### src/rtl/axi_buffer_rab_bram_fwft.sv
// -----------------------------------------------------------------------------
// axi_buffer_rab_bram_fwft
//
// First-word-fall-through FIFO backed by a RAM with a one-cycle registered read.
// It buffers one RAB AXI channel between the AXI slave side and the translation
// pipeline. It provides programmable almost-full and almost-empty thresholds, a
// fill-level output, an optional push-while-full-with-pop mode and a sticky flag
// that records overflow attempts.
//
// Handshake: a beat transfers on a rising edge only when valid and ready are
// both high in that cycle. Upstream push = valid_in & ready_out. Downstream
// pop = valid_out & ready_in. valid_out and data_out depend only on registered
// state. ready_out depends combinationally on ready_in only when FULL_PASS=1.
//
// Ports
//   clk, rstn      clock (rising edge) and synchronous active-low reset
//   valid_in       upstream valid
//   data_in        upstream payload
//   ready_out      upstream ready
//   data_out       head-of-FIFO payload, meaningful while valid_out=1
//   valid_out      FIFO holds at least one entry
//   ready_in       downstream ready
//   flush_entries  drop all contents; beats pushed or popped this cycle are lost
//   level          current entry count
//   almost_full    level >= AF_THRESH
//   almost_empty   level <= AE_THRESH
//   overflow       sticky: valid_in seen while ready_out=0
//   clr_overflow   clears overflow; a new overflow in the same cycle wins
// -----------------------------------------------------------------------------
module axi_buffer_rab_bram_fwft #(
  parameter int DATA_WIDTH   = 64,
  parameter int BUFFER_DEPTH = 16,
  parameter int AF_THRESH    = BUFFER_DEPTH - 1,
  parameter int AE_THRESH    = 1,
  parameter int FULL_PASS    = 0
) (
  input  logic                                  clk,
  input  logic                                  rstn,
  input  logic                                  valid_in,
  input  logic [DATA_WIDTH-1:0]                 data_in,
  output logic                                  ready_out,
  output logic [DATA_WIDTH-1:0]                 data_out,
  output logic                                  valid_out,
  input  logic                                  ready_in,
  input  logic                                  flush_entries,
  output logic [$clog2(BUFFER_DEPTH+1)-1:0]     level,
  output logic                                  almost_full,
  output logic                                  almost_empty,
  output logic                                  overflow,
  input  logic                                  clr_overflow
);

  localparam int LVL_W = $clog2(BUFFER_DEPTH + 1);
  // The RAM has BUFFER_DEPTH+1 words, so addresses run from 0 to BUFFER_DEPTH.
  localparam int PTR_W = LVL_W;
  localparam logic [PTR_W-1:0] LAST_ADDR = PTR_W'(BUFFER_DEPTH);
  localparam logic [LVL_W-1:0] FULL_LVL  = LVL_W'(BUFFER_DEPTH);
  localparam logic [LVL_W-1:0] AF_LVL    = LVL_W'(AF_THRESH);
  localparam logic [LVL_W-1:0] AE_LVL    = LVL_W'(AE_THRESH);

  // Storage and state
  logic [DATA_WIDTH-1:0] r_mem [0:BUFFER_DEPTH];
  logic [PTR_W-1:0]      r_wr_ptr;
  logic [PTR_W-1:0]      r_rd_ptr;
  logic [LVL_W-1:0]      r_level;
  logic [DATA_WIDTH-1:0] r_ram_q;
  logic [DATA_WIDTH-1:0] r_bypass;
  logic                  r_use_bypass;
  logic                  r_overflow;

  // Combinational
  logic                  w_full;
  logic                  w_ready_out;
  logic                  w_valid_out;
  logic                  w_push;
  logic                  w_pop;
  logic                  w_push_acc;
  logic                  w_pop_acc;
  logic [PTR_W-1:0]      w_wr_ptr_inc;
  logic [PTR_W-1:0]      w_rd_ptr_inc;
  logic [PTR_W-1:0]      w_addr_r;
  logic [DATA_WIDTH-1:0] w_head;

  function automatic logic [PTR_W-1:0] ptr_inc(input logic [PTR_W-1:0] p);
    return (p == LAST_ADDR) ? '0 : p + PTR_W'(1);
  endfunction

  assign w_full      = (r_level == FULL_LVL);
  assign w_valid_out = (r_level != '0);

  generate
    if (FULL_PASS != 0) begin : g_full_pass
      // When full, a pop in the same cycle frees the slot the push needs.
      assign w_ready_out = !w_full || ready_in;
    end else begin : g_no_full_pass
      assign w_ready_out = !w_full;
    end
  endgenerate

  assign w_push     = valid_in && w_ready_out;
  assign w_pop      = w_valid_out && ready_in;
  // A flush cancels any transfer in the same cycle.
  assign w_push_acc = w_push && !flush_entries;
  assign w_pop_acc  = w_pop  && !flush_entries;

  assign w_wr_ptr_inc = ptr_inc(r_wr_ptr);
  assign w_rd_ptr_inc = ptr_inc(r_rd_ptr);

  // Read the word that will be the head next cycle, so the head is ready
  // right after a pop.
  assign w_addr_r = w_pop ? w_rd_ptr_inc : r_rd_ptr;

  // RAM write port. Contents are not reset.
  always_ff @(posedge clk) begin
    if (w_push_acc) begin
      r_mem[r_wr_ptr] <= data_in;
    end
  end

  // RAM registered read port and bypass path.
  // When the address being read is also written in the same cycle, the RAM
  // returns stale data. This happens on the push into an empty FIFO, and on
  // push+pop at level 1. The pushed word is taken from the bypass register for
  // one cycle instead, so the RAM read-during-write mode never matters.
  always_ff @(posedge clk) begin
    if (!rstn) begin
      r_ram_q      <= '0;
      r_bypass     <= '0;
      r_use_bypass <= 1'b0;
    end else begin
      r_ram_q <= r_mem[w_addr_r];
      if (w_push_acc) begin
        r_bypass <= data_in;
      end
      r_use_bypass <= w_push_acc && (w_addr_r == r_wr_ptr);
    end
  end

  // Pointers and fill level
  always_ff @(posedge clk) begin
    if (!rstn) begin
      r_wr_ptr <= '0;
      r_rd_ptr <= '0;
      r_level  <= '0;
    end else if (flush_entries) begin
      r_wr_ptr <= '0;
      r_rd_ptr <= '0;
      r_level  <= '0;
    end else begin
      if (w_push_acc) r_wr_ptr <= w_wr_ptr_inc;
      if (w_pop_acc)  r_rd_ptr <= w_rd_ptr_inc;
      case ({w_push_acc, w_pop_acc})
        2'b10:   r_level <= r_level + LVL_W'(1);
        2'b01:   r_level <= r_level - LVL_W'(1);
        default: r_level <= r_level;
      endcase
    end
  end

  // Sticky overflow flag. Flushing the FIFO does not clear it.
  always_ff @(posedge clk) begin
    if (!rstn) begin
      r_overflow <= 1'b0;
    end else if (valid_in && !w_ready_out) begin
      r_overflow <= 1'b1;
    end else if (clr_overflow) begin
      r_overflow <= 1'b0;
    end
  end

  assign w_head = r_use_bypass ? r_bypass : r_ram_q;

  assign ready_out    = w_ready_out;
  assign valid_out    = w_valid_out;
  // Drive zero while empty so an unwritten RAM word never appears on data_out.
  assign data_out     = w_valid_out ? w_head : '0;
  assign level        = r_level;
  assign almost_full  = (r_level >= AF_LVL);
  assign almost_empty = (r_level <= AE_LVL);
  assign overflow     = r_overflow;

endmodule

### config.mk
export PLATFORM = sky130hd
export DESIGN_NAME = axi_buffer_rab_bram_fwft
export DESIGN_NICKNAME = d
export VERILOG_FILES = /design/src/rtl/axi_buffer_rab_bram_fwft.sv
export SDC_FILE = /design/constraint.sdc
export NUM_CORES = 2
export LEC_CHECK = 0
export BUFFER_PORTS_ARGS = -buffer_cell sky130_fd_sc_hd__buf_2
export CAP_MARGIN = 20
export CORE_UTILIZATION = 56
export DETAILED_ROUTE_END_ITERATION = 8
export GPL_ROUTABILITY_DRIVEN = 0
export HOLD_SLACK_MARGIN = 0.1
export PLACE_DENSITY = 0.73
export SETUP_SLACK_MARGIN = 0.02
export SLEW_MARGIN = 20
export SYNTH_ARGS = -nofsm -noshare
export SYNTH_HDL_FRONTEND = slang
export SYNTH_SLANG_ARGS = --single-unit
### constraint.sdc
create_clock -name clk -period 23.8 [get_ports clk]
set_clock_uncertainty 0.05 [all_clocks]
set_input_delay 1.19 -clock clk [delete_from_list [all_inputs] [get_ports clk]]
set_output_delay 1.19 -clock clk [all_outputs]
set_load 0.005 [all_outputs]
==> results.cfg <==
[run_status]
status = completed

[timing]
max_slew_margin = 0.232
hold_viol_final = 0
drv_slew = 0
period_minus_slack_ns = 4.76
finalSetupTns_ns = 0
rsz0062_at_grt = false
finalSetupViolations = 0
timing.final.crit_share = 0.200
fmax_ghz = 0.210
setup_slack_ns = 19.04
worst_slew_pin_slew_ns = 1.15

[logic_synthesis]
ys.flop_type = edfxtp_1
yosysSeqAreaShare = 0.739
syn_nets = 3180
ys_seq_elements = 1233
syn_inst = 3098
ys_types = 59
synth_area_sq_mm = 0.0482
syn_avg_cell_area_sq_um = 15.5
synth_edf_count = 1088
synthArstFlopShare = 0
ys_warn_count = 0

[global_routing]
grt_first_pass_wirelength_um = 178000
grt_max_degree = 187
grt_use_total = 0.276
overflow = 0
grt_pass1_vias = 28400
antenna_found_initial = 8

[detailed_routing]
ant_nets = 0
via_per_inst = 6.58
first_pass_iters = 8
drt-wirelength-per-cell_um = 27.4
totalWireLength_um = 122000
vias = 29200
drc = 0
drtIter0Drc = 3668

[clock_tree]
cts.sinks = 1233
cts.repair.resized = 0
htreeDepth = 3
clk_pin_slew_ns = 0.06
hold_buffers = 0
clock_latency_ns = 0.69
clk_path_buf_depth = 3
cts_tree = built
cts_setup_buffers = 0
numCtsBuffers = 115
cts_root_buf = clkbuf_16

[placed_design]
dp.cells = 4217
dpl_cell_area_sq_mm = 0.0500
place.detailed.hpwl_um = 60700
dp_slack_ns = 19.01
portBuffers = 143

[run]
max_cap_violations = 0

[pwr]
peakVddDrop_mv = 0.0733
total_leakage_power_nw = 17.8
p_per_area_mw_per_mm2 = 85.2

[hold_path]
hold_depth = 2
whs_endpoint = r_bypass[55]
hp-start = r_bypass[55]
hold_path.class = register to register

[setup_path]
cp.required_ns = 24.27
end_kind = register
r2r-start = level[1]
path_class = register to register
cp-start-kind = register
reg2reg_slack_ns = 19.04
arrival_ns = 5.23
rr_worst_depth = 12
worst_r2r_endpoint = r_ram_q[10]
cp_max_fo = 59

[die]
rows = 107
ios = 144
core-area_sq_mm = 0.0851
initial_core_util = 0.566
dieArea_sq_mm = 0.0872
die_w_um = 295
die_h_um = 295

[finish]
fillers = 5843
synthToLayoutAreaGrowth_pct = 11.9
drive_above_1_share = 0.164
fin_util = 0.633
fin_area_sq_mm = 0.0539
nets = 3273
instances_no_fill = 4441
==> final cells by class <==
class	instances	area, sq um	area share
clock buffer	157	3160	0.0585
clock inverter	61	743	0.0138
timing repair buffer	203	1230	0.0227
tap	1144	1430	0.0265
inverter	11	41.3	0.000766
antenna	5	12.5	0.000232
sequential	1233	35600	0.660
multi-input combinational	1627	11700	0.218
==> report_power, final <==
group	switching [W]	internal, W	total, W
clock network	0.000783	0.00110	0.00189
registers	0.0000141	0.00238	0.00239
logic	0.000205	0.000113	0.000318
total	0.00100	0.00359	0.00459
==> registers in the layout, indices dropped and copies added, names as in the netlist <==
name	count
r_wr_ptr	5
r_ram_q	64
overflow	1
r_rd_ptr	5
r_use_bypass	1
r_bypass	64
r_mem	1088
level	5
==> layout by cell type (no fill, tap or decap), drive strengths merged, types with 40 or more instances in the layout <==
master  instances
mux4          110
and3          103
a31oi         120
a22oi          57
a21boi         65
nor2          136
a211oi        101
o221ai         55
o22ai          56
buf           203
clkinv         40
edfxtp       1088
clkbuf        157
o21ai          88
a21oi          89
dfxtp         145
nand2         402
mux2i          98
==> cells by family after synthesis <==
logic type               Yosys count  synth area share
flip-flops                      1233             0.739
AND/OR/NAND/NOR                  705            0.0641
AO/OA/AOI/OAI                    687            0.0973
buffers and inverters            238            0.0224
multiplexers                     208            0.0718
XOR/XNOR                          15           0.00273
adder cells (fa/ha/maj)           12           0.00312
==> worst max-delay path: stages, from the launching register on <==
cell and delay, ns:
dfxtp_1 0.36, inv_1 0.15, ha_1 0.22, nor4b_4 0.24, buf_4 0.28, inv_2 0.09
a31oi_1 0.32, a21o_4 0.56, buf_4 0.70, buf_4 0.68, mux4_2 0.59, nand2_1 0.09
a41oi_1 0.12
==> per-layer routing <==
metal	global-route usage	vias up	share of wire
met5	0	-	0.00032
met4	0.101	6	0.032
met3	0.0657	273	0.11
met2	0.433	1788	0.48
met1	0.380	14800	0.38
li1	-	12300	-
==> cell usage after synthesis (88+ instances only) <==
master / n / area, sq um
and3_1: 103 / 644
a21oi_1: 89 / 445
a31oi_1: 120 / 751
nand2_1: 400 / 1500
o21ai_0: 88 / 440
edfxtp_1: 1088 / 32700
dfxtp_1: 145 / 2900
nor2_1: 135 / 507
mux2i_1: 98 / 981
a211oi_1: 101 / 758
mux4_2: 110 / 2480
clkbuf_1: 126 / 473
==> worst max path at each step <==
stage,from,endpoint,slack [ns],cells past startpoint
CTS,level[1],r_ram_q[12],19.00,12
detailed placement,level[1],r_ram_q[12],19.01,12
global route,level[0],r_ram_q[12],18.60,12
global placement,ready_in,r_ram_q[12],19.05,9
finish,level[1],r_ram_q[10],19.04,12
floorplan,valid_in,r_mem[1][0],14.97,6
==> stage by stage <==
stage          power, W  hold slack (ns)
2_1_floorplan   0.00264            0.393
3_3_place_gp    0.00274            0.401
3_5_place_dp    0.00275            0.410
4_1_cts         0.00461            0.419
5_1_grt         0.00472            0.430
6_report        0.00459            0.417
Note: power is estimated with default switching activity, not from simulation.
